**src/rtl/mmss_counter_pkg.sv**
```systemverilog
// Shared constants for the mm:ss stopwatch time base.
package mmss_counter_pkg;

    localparam int unsigned BCD_W       = 4;
    localparam int unsigned BCD_MAX     = 9;
    localparam int unsigned SEC_LIMIT_D = 59;
    localparam int unsigned MIN_LIMIT_D = 59;

    localparam logic SEL_MIN = 1'b0;
    localparam logic SEL_SEC = 1'b1;

endpackage

```
**src/rtl/bcd_mod_pair.sv**
```systemverilog
// Two-digit BCD counter that wraps from LIMIT back to 00.
// at_limit is combinational so the parent can build carries in the same cycle.
module bcd_mod_pair
    import mmss_counter_pkg::*;
#(
    parameter int unsigned LIMIT = SEC_LIMIT_D
) (
    input  logic             clk,
    input  logic             rst,
    input  logic             clr,
    input  logic             inc,
    output logic [BCD_W-1:0] tens,
    output logic [BCD_W-1:0] ones,
    output logic             at_limit
);

    localparam logic [BCD_W-1:0] TENS_LIM = BCD_W'(LIMIT / 10);
    localparam logic [BCD_W-1:0] ONES_LIM = BCD_W'(LIMIT % 10);
    localparam logic [BCD_W-1:0] ONES_MAX = BCD_W'(BCD_MAX);

    logic [BCD_W-1:0] tens_q, tens_d;
    logic [BCD_W-1:0] ones_q, ones_d;

    assign at_limit = (tens_q == TENS_LIM) && (ones_q == ONES_LIM);
    assign tens     = tens_q;
    assign ones     = ones_q;

    always_comb begin
        tens_d = tens_q;
        ones_d = ones_q;
        if (clr) begin
            tens_d = '0;
            ones_d = '0;
        end else if (inc) begin
            if (at_limit) begin
                tens_d = '0;
                ones_d = '0;
            end else if (ones_q == ONES_MAX) begin
                tens_d = tens_q + 1'b1;
                ones_d = '0;
            end else begin
                ones_d = ones_q + 1'b1;
            end
        end
    end

    always_ff @(posedge clk or negedge rst) begin
        if (!rst) begin
            tens_q <= '0;
            ones_q <= '0;
        end else begin
            tens_q <= tens_d;
            ones_q <= ones_d;
        end
    end

endmodule

```
**src/rtl/mmss_counter.sv**
```systemverilog
// Minutes:seconds BCD time base with run, pause, clear and 2 Hz field adjust.
module mmss_counter
    import mmss_counter_pkg::*;
#(
    parameter int unsigned MIN_LIMIT = MIN_LIMIT_D,
    parameter int unsigned SEC_LIMIT = SEC_LIMIT_D
) (
    input  logic       clk,
    input  logic       rst,
    input  logic       tick_1hz,
    input  logic       tick_2hz,
    input  logic       clr,
    input  logic       pause_pulse,
    input  logic       sel,
    input  logic       adj,
    output logic [3:0] min_tens,
    output logic [3:0] min_ones,
    output logic [3:0] sec_tens,
    output logic [3:0] sec_ones,
    output logic       paused,
    output logic       wrap
);

    logic paused_q, paused_d;
    logic wrap_q, wrap_d;
    logic run_inc, sec_inc, min_inc;
    logic sec_at_limit, min_at_limit;

    // Run counting uses the pre-toggle paused value, so a coincident pause press
    // does not swallow the tick.
    assign run_inc = !adj && tick_1hz && !paused_q;

    always_comb begin
        sec_inc  = run_inc;
        min_inc  = run_inc && sec_at_limit;
        paused_d = paused_q;
        wrap_d   = 1'b0;
        if (adj) begin
            sec_inc = tick_2hz && (sel == SEL_SEC);
            min_inc = tick_2hz && (sel == SEL_MIN);
        end
        if (clr) begin
            paused_d = 1'b0;
        end else begin
            if (pause_pulse) begin
                paused_d = !paused_q;
            end
            wrap_d = run_inc && sec_at_limit && min_at_limit;
        end
    end

    always_ff @(posedge clk or negedge rst) begin
        if (!rst) begin
            paused_q <= 1'b0;
            wrap_q   <= 1'b0;
        end else begin
            paused_q <= paused_d;
            wrap_q   <= wrap_d;
        end
    end

    bcd_mod_pair #(
        .LIMIT(SEC_LIMIT)
    ) u_sec (
        .clk     (clk),
        .rst     (rst),
        .clr     (clr),
        .inc     (sec_inc),
        .tens    (sec_tens),
        .ones    (sec_ones),
        .at_limit(sec_at_limit)
    );

    bcd_mod_pair #(
        .LIMIT(MIN_LIMIT)
    ) u_min (
        .clk     (clk),
        .rst     (rst),
        .clr     (clr),
        .inc     (min_inc),
        .tens    (min_tens),
        .ones    (min_ones),
        .at_limit(min_at_limit)
    );

    assign paused = paused_q;
    assign wrap   = wrap_q;

endmodule
```
**config.mk**
```make
export PLATFORM = sky130hd
export DESIGN_NAME = mmss_counter
export DESIGN_NICKNAME = d
export VERILOG_FILES = /design/src/rtl/mmss_counter_pkg.sv /design/src/rtl/bcd_mod_pair.sv /design/src/rtl/mmss_counter.sv
export SDC_FILE = /design/constraint.sdc
export NUM_CORES = 1
export LEC_CHECK = 0
export ABC_AREA = 1
export CAP_MARGIN = 15
export CORE_ASPECT_RATIO = 1.75
export CORE_UTILIZATION = 50
export CTS_BUF_LIST = sky130_fd_sc_hd__clkbuf_16
export CTS_CLUSTER_SIZE = 16
export DETAILED_ROUTE_END_ITERATION = 8
export GPL_ROUTABILITY_DRIVEN = 1
export PLACE_DENSITY = 0.8
export SYNTH_ARGS = -nofsm -noshare
export SYNTH_HDL_FRONTEND = slang
export SYNTH_SLANG_ARGS = --single-unit
```
**constraint.sdc**
```tcl
create_clock -name clk -period 2.1 [get_ports clk]
set_input_delay 0.315 -clock clk [delete_from_list [all_inputs] [get_ports clk]]
set_output_delay 0.315 -clock clk [all_outputs]
set_load 0.02 [all_outputs]
```
Word level (Yosys, flattened, before mapping)
Index checks and enable logic that the tools add are counted.
{"block": "op_classes", "n_eq_ne": 4, "n_addsub": 4, "muxes": 21, "shifts": 0, "multipliers": 0, "n_div": 0, "bitwise": 1, "magnitude_cmp": 0, "reduce_logical": 17}
{"operator": "4-bit two-way mux", "n": 16}
{"operator": "4-bit by 1-bit adder with 4-bit output (second input constant)", "n": 4}
{"operator": "4-bit by 3-bit == test with 1-bit output (second input constant)", "n": 2}
{"operator": "4-bit == test (second input constant)", "n": 2}
{"operator": "1-bit logical AND", "n": 8}
{"operator": "2-bit nonzero test", "n": 3}
{"operator": "3-bit nonzero test", "n": 2}
{"operator": "1-bit two-way mux", "n": 5}
{"operator": "2-bit AND reduction", "n": 2}
{"operator": "1-bit zero test", "n": 2}
{"operator": "1-bit NOT", "n": 1}
{"block": "totals", "reg_bits": 18, "elab_cells": 53, "output_inout_bits": 18, "romBits": 0, "input_bits": 8, "n_memories": 0, "mem_bits_rw": 0, "latchBits": 0}

Logic depth before layout (Yosys ltp)
{"block": "logic_depth", "word_depth": 7, "ltp_mapped": 9, "depth_no_buf": 9}

Hierarchy
A second synthesis with hierarchy kept.
{"block": "hier_totals", "hier_cells": 126, "area_unflattened_um2": 1032.2}
{"mod": "bcd_mod_pair", "cells_per_inst": 55, "area_each_um2": 456.7, "seq_area_each_um2": 200.2, "instances": 2}
{"mod": "mmss_counter", "cells_per_inst": 16, "area_each_um2": 118.9, "seq_area_each_um2": 50.0, "instances": 1}

Least setup slack after synthesis
OpenSTA, ideal clock, no wires.
{"block": "synth_path", "path_kind": "reg2reg", "from": "register u_sec.ones_q[0], in the netlist u_sec.ones[0]", "to": "register u_min.tens_q[0], in the netlist u_min.tens[0]", "path_buffers": 0, "t_required_ns": 1.983, "stages_incl_launch_ff": 9, "setup_ns": 0.117, "slack_ns": 0.661, "synth_period_minus_slack_ns": 1.439, "arrival_ns": 1.322, "cell_sequence": "dfrtp_1 > ha_1 > nand3_2 > nor2_4 > nand2_2 > nand2_4 > nand2_4 > nand2_1 > nand2_1"}
{"block": "synth_between", "elab_chain_cells": 6}
{"item": "start, declared", "line": "bcd_mod_pair.sv:22", "source": "logic [BCD_W-1:0] ones_q, ones_d;"}
{"item": "start signal, assigned", "line": "bcd_mod_pair.sv:53", "source": "ones_q <= ones_d;"}
{"item": "4-bit == test", "line": "bcd_mod_pair.sv:24", "source": "assign at_limit = (tens_q == TENS_LIM) && (ones_q == ONES_LIM);"}
{"item": "1-bit logical AND", "line": "bcd_mod_pair.sv:24"}
{"item": "1-bit logical AND", "line": "mmss_counter.sv:35", "source": "min_inc = run_inc && sec_at_limit;"}
{"item": "1-bit two-way mux", "line": "mmss_counter.sv:38", "source": "if (adj) begin"}
{"item": "2-bit nonzero test (no source line)"}
{"item": "2-bit AND reduction (no source line)"}
{"item": "end signal, assigned", "line": "bcd_mod_pair.sv:52", "source": "tens_q <= tens_d;"}
{"item": "end, declared", "line": "bcd_mod_pair.sv:21", "source": "logic [BCD_W-1:0] tens_q, tens_d;"}
Every way passes these cells.
A chain may end at the register's enable or synchronous reset.

Final worst setup path
{"block": "layout_path", "from": "register u_min.tens_q[0], in the netlist u_min.tens[0]", "to": "output min_tens[0]"}
{"item": "end, declared", "line": "mmss_counter.sv:16", "source": "output logic [3:0] min_tens,"}
No word-level cell between the ends.

==> flow_metrics.tcl <==
set metrics [dict create \
    switching_share_pct 31.40 \
    die_h_um 65.30 \
    ys_warn_count 0 \
    crit_chain "clkdlybuf4s50_1" \
    p_seq_share_pct 39.1 \
    synthCells 139 \
    rsz0062_at_grt "no" \
    crit_path_start_kind "flip-flop" \
    path_class "flip-flop to output port" \
    htree_levels 1 \
    num_vias 1032 \
    maxCapViolations 0 \
    ant_nets 0 \
    path_buf_inv 1 \
    p_int_uw 783.4 \
    cp.required_ns 1.78 \
    post_cts_resized 0 \
    p_per_area_nw_per_um2 761.3 \
    rows 22 \
    port_buffers 25 \
    drv_slew 0 \
    cpMaxStageDelayCell "clkdlybuf4s50_1" \
    synth-seq-area-share_pct 39.34 \
    areaGrowthSynthToFinish_pct 31.04 \
    fillerInstances 163 \
    ir_drop_uv 551.3 \
    clk_path_buf_depth 2 \
    setup-tns-final_ns 0 \
    finalInstanceArea_sq_um 1500 \
    yosys_register_bits 18 \
    relSlewSlack_pct 70.50 \
    fin_crit_ns 1.661 \
    drcViolationCount 0 \
    fmax_mhz 602.1 \
    post_cts_buffers 0 \
    dp_hpwl_mm 1.854 \
    overflow 0 \
    synth_cell_type_count 24 \
    status "finished clean" \
    antenna_cells 0 \
    cts_sinks 18 \
    pwr-share-clk_pct 33.7 \
    die-area_sq_um 2493 \
    cts-root-buf "clkbuf_16" \
    wire_per_inst_um 13.01 \
    clk_pin_slew_worst_paths_ns 0.05 \
    grt_pass1_vias 1011 \
    p_switching_uw 358.7 \
    initial_utilization_pct 54.01 \
    r2r_slack_ns 0.57 \
    syn_nets 155 \
    hold_slack_ns 0.4036 \
    syn_area_per_cell_sq_um 8.236 \
    syn-cell-area_sq_um 1145 \
    setup_viol 0 \
    hold_buffers 0 \
    grt_max_degree 19 \
    hold_viol 0 \
    clkLatencyLatePin_ns 0.25 \
    final-seq-area_sq_um 450.4 \
    grt_usage_pct 23.77 \
    nets 185 \
    hp-class "input port to async pin" \
    die_x_um 38.17 \
    drt-vias-per-instance 5.375 \
    fp.coreArea_sq_um 2120 \
    drt_wl_total_mm 2.498 \
    crit_arrival_ns 1.35 \
    final.setup_skew_ns 0.002942 \
    p_comb_share_pct 27.2 \
    fin_crit_sh_pct 79.09 \
    num_io_pins 26 \
    crit_family "buffers and inverters" \
    first_iter_violations 29 \
    multi_input_area_sq_um 604.3 \
    dr.pass1.iters 4 \
    tightest_slew_ns 0.4410 \
    tritoncts "yes" \
    placed_area_sq_um 1421 \
    grt_pass1_wl_mm 4.229 \
    drive_gt1_share_pct 11.31 \
    antenna_found_initial 0 \
    numCtsBuffers 3 \
    end_kind "output port" \
    slowest_delay_ns 0.64 \
    cp_max_fo 7 \
    place_congestion 0.7893 \
    total_leakage_power_nw 0.7173 \
]
==> cells by family (layout without fill, tap and decap cells) <==
kind of cell	Yosys count	after routing	share of synthesized area, %
AND/OR/NAND/NOR	74	74	32.68
buffers and inverters	22	51	7.868
flip-flops	18	18	39.34
AO/OA/AOI/OAI	13	13	8.198
adder cells (fa/ha/maj)	8	8	8.744
XOR/XNOR	3	3	2.296
multiplexers	1	1	0.8744
==> per-stage QoR <==
stage,total power [mW],utilization (%),setup WS [ns],cells
detailed placement,0.7620,67.06,0.2829,188
floorplan,0.6237,-,0.6609,139
global route,1.201,70.78,0.3798,192
global placement,0.7539,67.06,0.3610,188
finish,1.142,70.78,0.4391,192
CTS,1.153,70.78,0.4253,192
==> sequential cells by signal, indices dropped and copies added, names as in the netlist <==
signal      cells
u_sec.ones      4
u_min.ones      4
u_min.tens      4
paused          1
u_sec.tens      4
wrap            1
==> routing by layer <==
layer | share of wire (%) | routed length (um) | track usage (%)
met1 | 37 | 917 | 22.96
met2 | 57 | 1431 | 44.92
met3 | 2.8 | 69 | 3.041
met4 | 3.2 | 79 | 12.05
met5 | 0 | 0 | 0
==> cell usage after synthesis, drive strengths merged <==
cell type	count	share of area, %
a31oi	1	1.9
inv	21	6.9
nor2	14	5.9
o22ai	1	0.55
xnor2	1	0.77
nand3b	1	0.66
buf	1	0.98
xor2	2	1.5
nand2	36	14
and3	1	0.55
ha	8	8.7
nor3	5	2.2
o21ai	8	3.5
dfrtp	18	39
nand4	2	1.1
mux2i	1	0.87
nand3	15	8.3
a21oi	3	2.3
==> power by group through the flow <==
stage	Sequential [mW]	Combinational, mW	Clock, mW
after floorplan	0.493	0.131	0
after global routing	0.456	0.341	0.404
after global placement	0.449	0.305	0
after detailed placement	0.451	0.311	0
final	0.446	0.311	0.385
after CTS	0.447	0.314	0.392
==> worst paths after layout <==
kind / depth (start not counted) / endpoint / start
worst max-delay path: 1 / min_tens[0] / u_min.tens[0]$_DFFE_PN0P_
worst min-delay path: 2 / u_min.tens[0]$_DFFE_PN0P_ / rst
worst max register to register: 9 / u_min.tens[2]$_DFFE_PN0P_ / u_sec.ones[1]$_DFFE_PN0P_
worst min register to register: 2 / u_min.tens[3]$_DFFE_PN0P_ / u_min.tens[3]$_DFFE_PN0P_
max in group asynchronous: 2 / u_sec.ones[0]$_DFFE_PN0P_ / rst
min in group clk: 2 / u_min.tens[3]$_DFFE_PN0P_ / u_min.tens[3]$_DFFE_PN0P_
==> cell type report <==
type	instances	share of cell area (%)
Sequential cell	18	30.02
Multi-Input combinational cell	99	40.28
Timing Repair Buffer	26	17.18
Tap cell	24	2.002
Clock buffer	3	5.004
Clock inverter	1	0.2502
Inverter	21	5.254
==> cells in the final DEF, fill, tap and decap left out, types with 3 or more instances in the layout <==
cell type        count
dfrtp_1             18
nor2_1              12
nand2_1             32
clkbuf_16            3
nand2_4              3
nor3_1               5
nand3_2              4
ha_1                 8
o21ai_0              8
inv_2                3
clkdlybuf4s50_1     25
inv_1               18
nand3_1             11
Power figures use the tool's default switching activity.
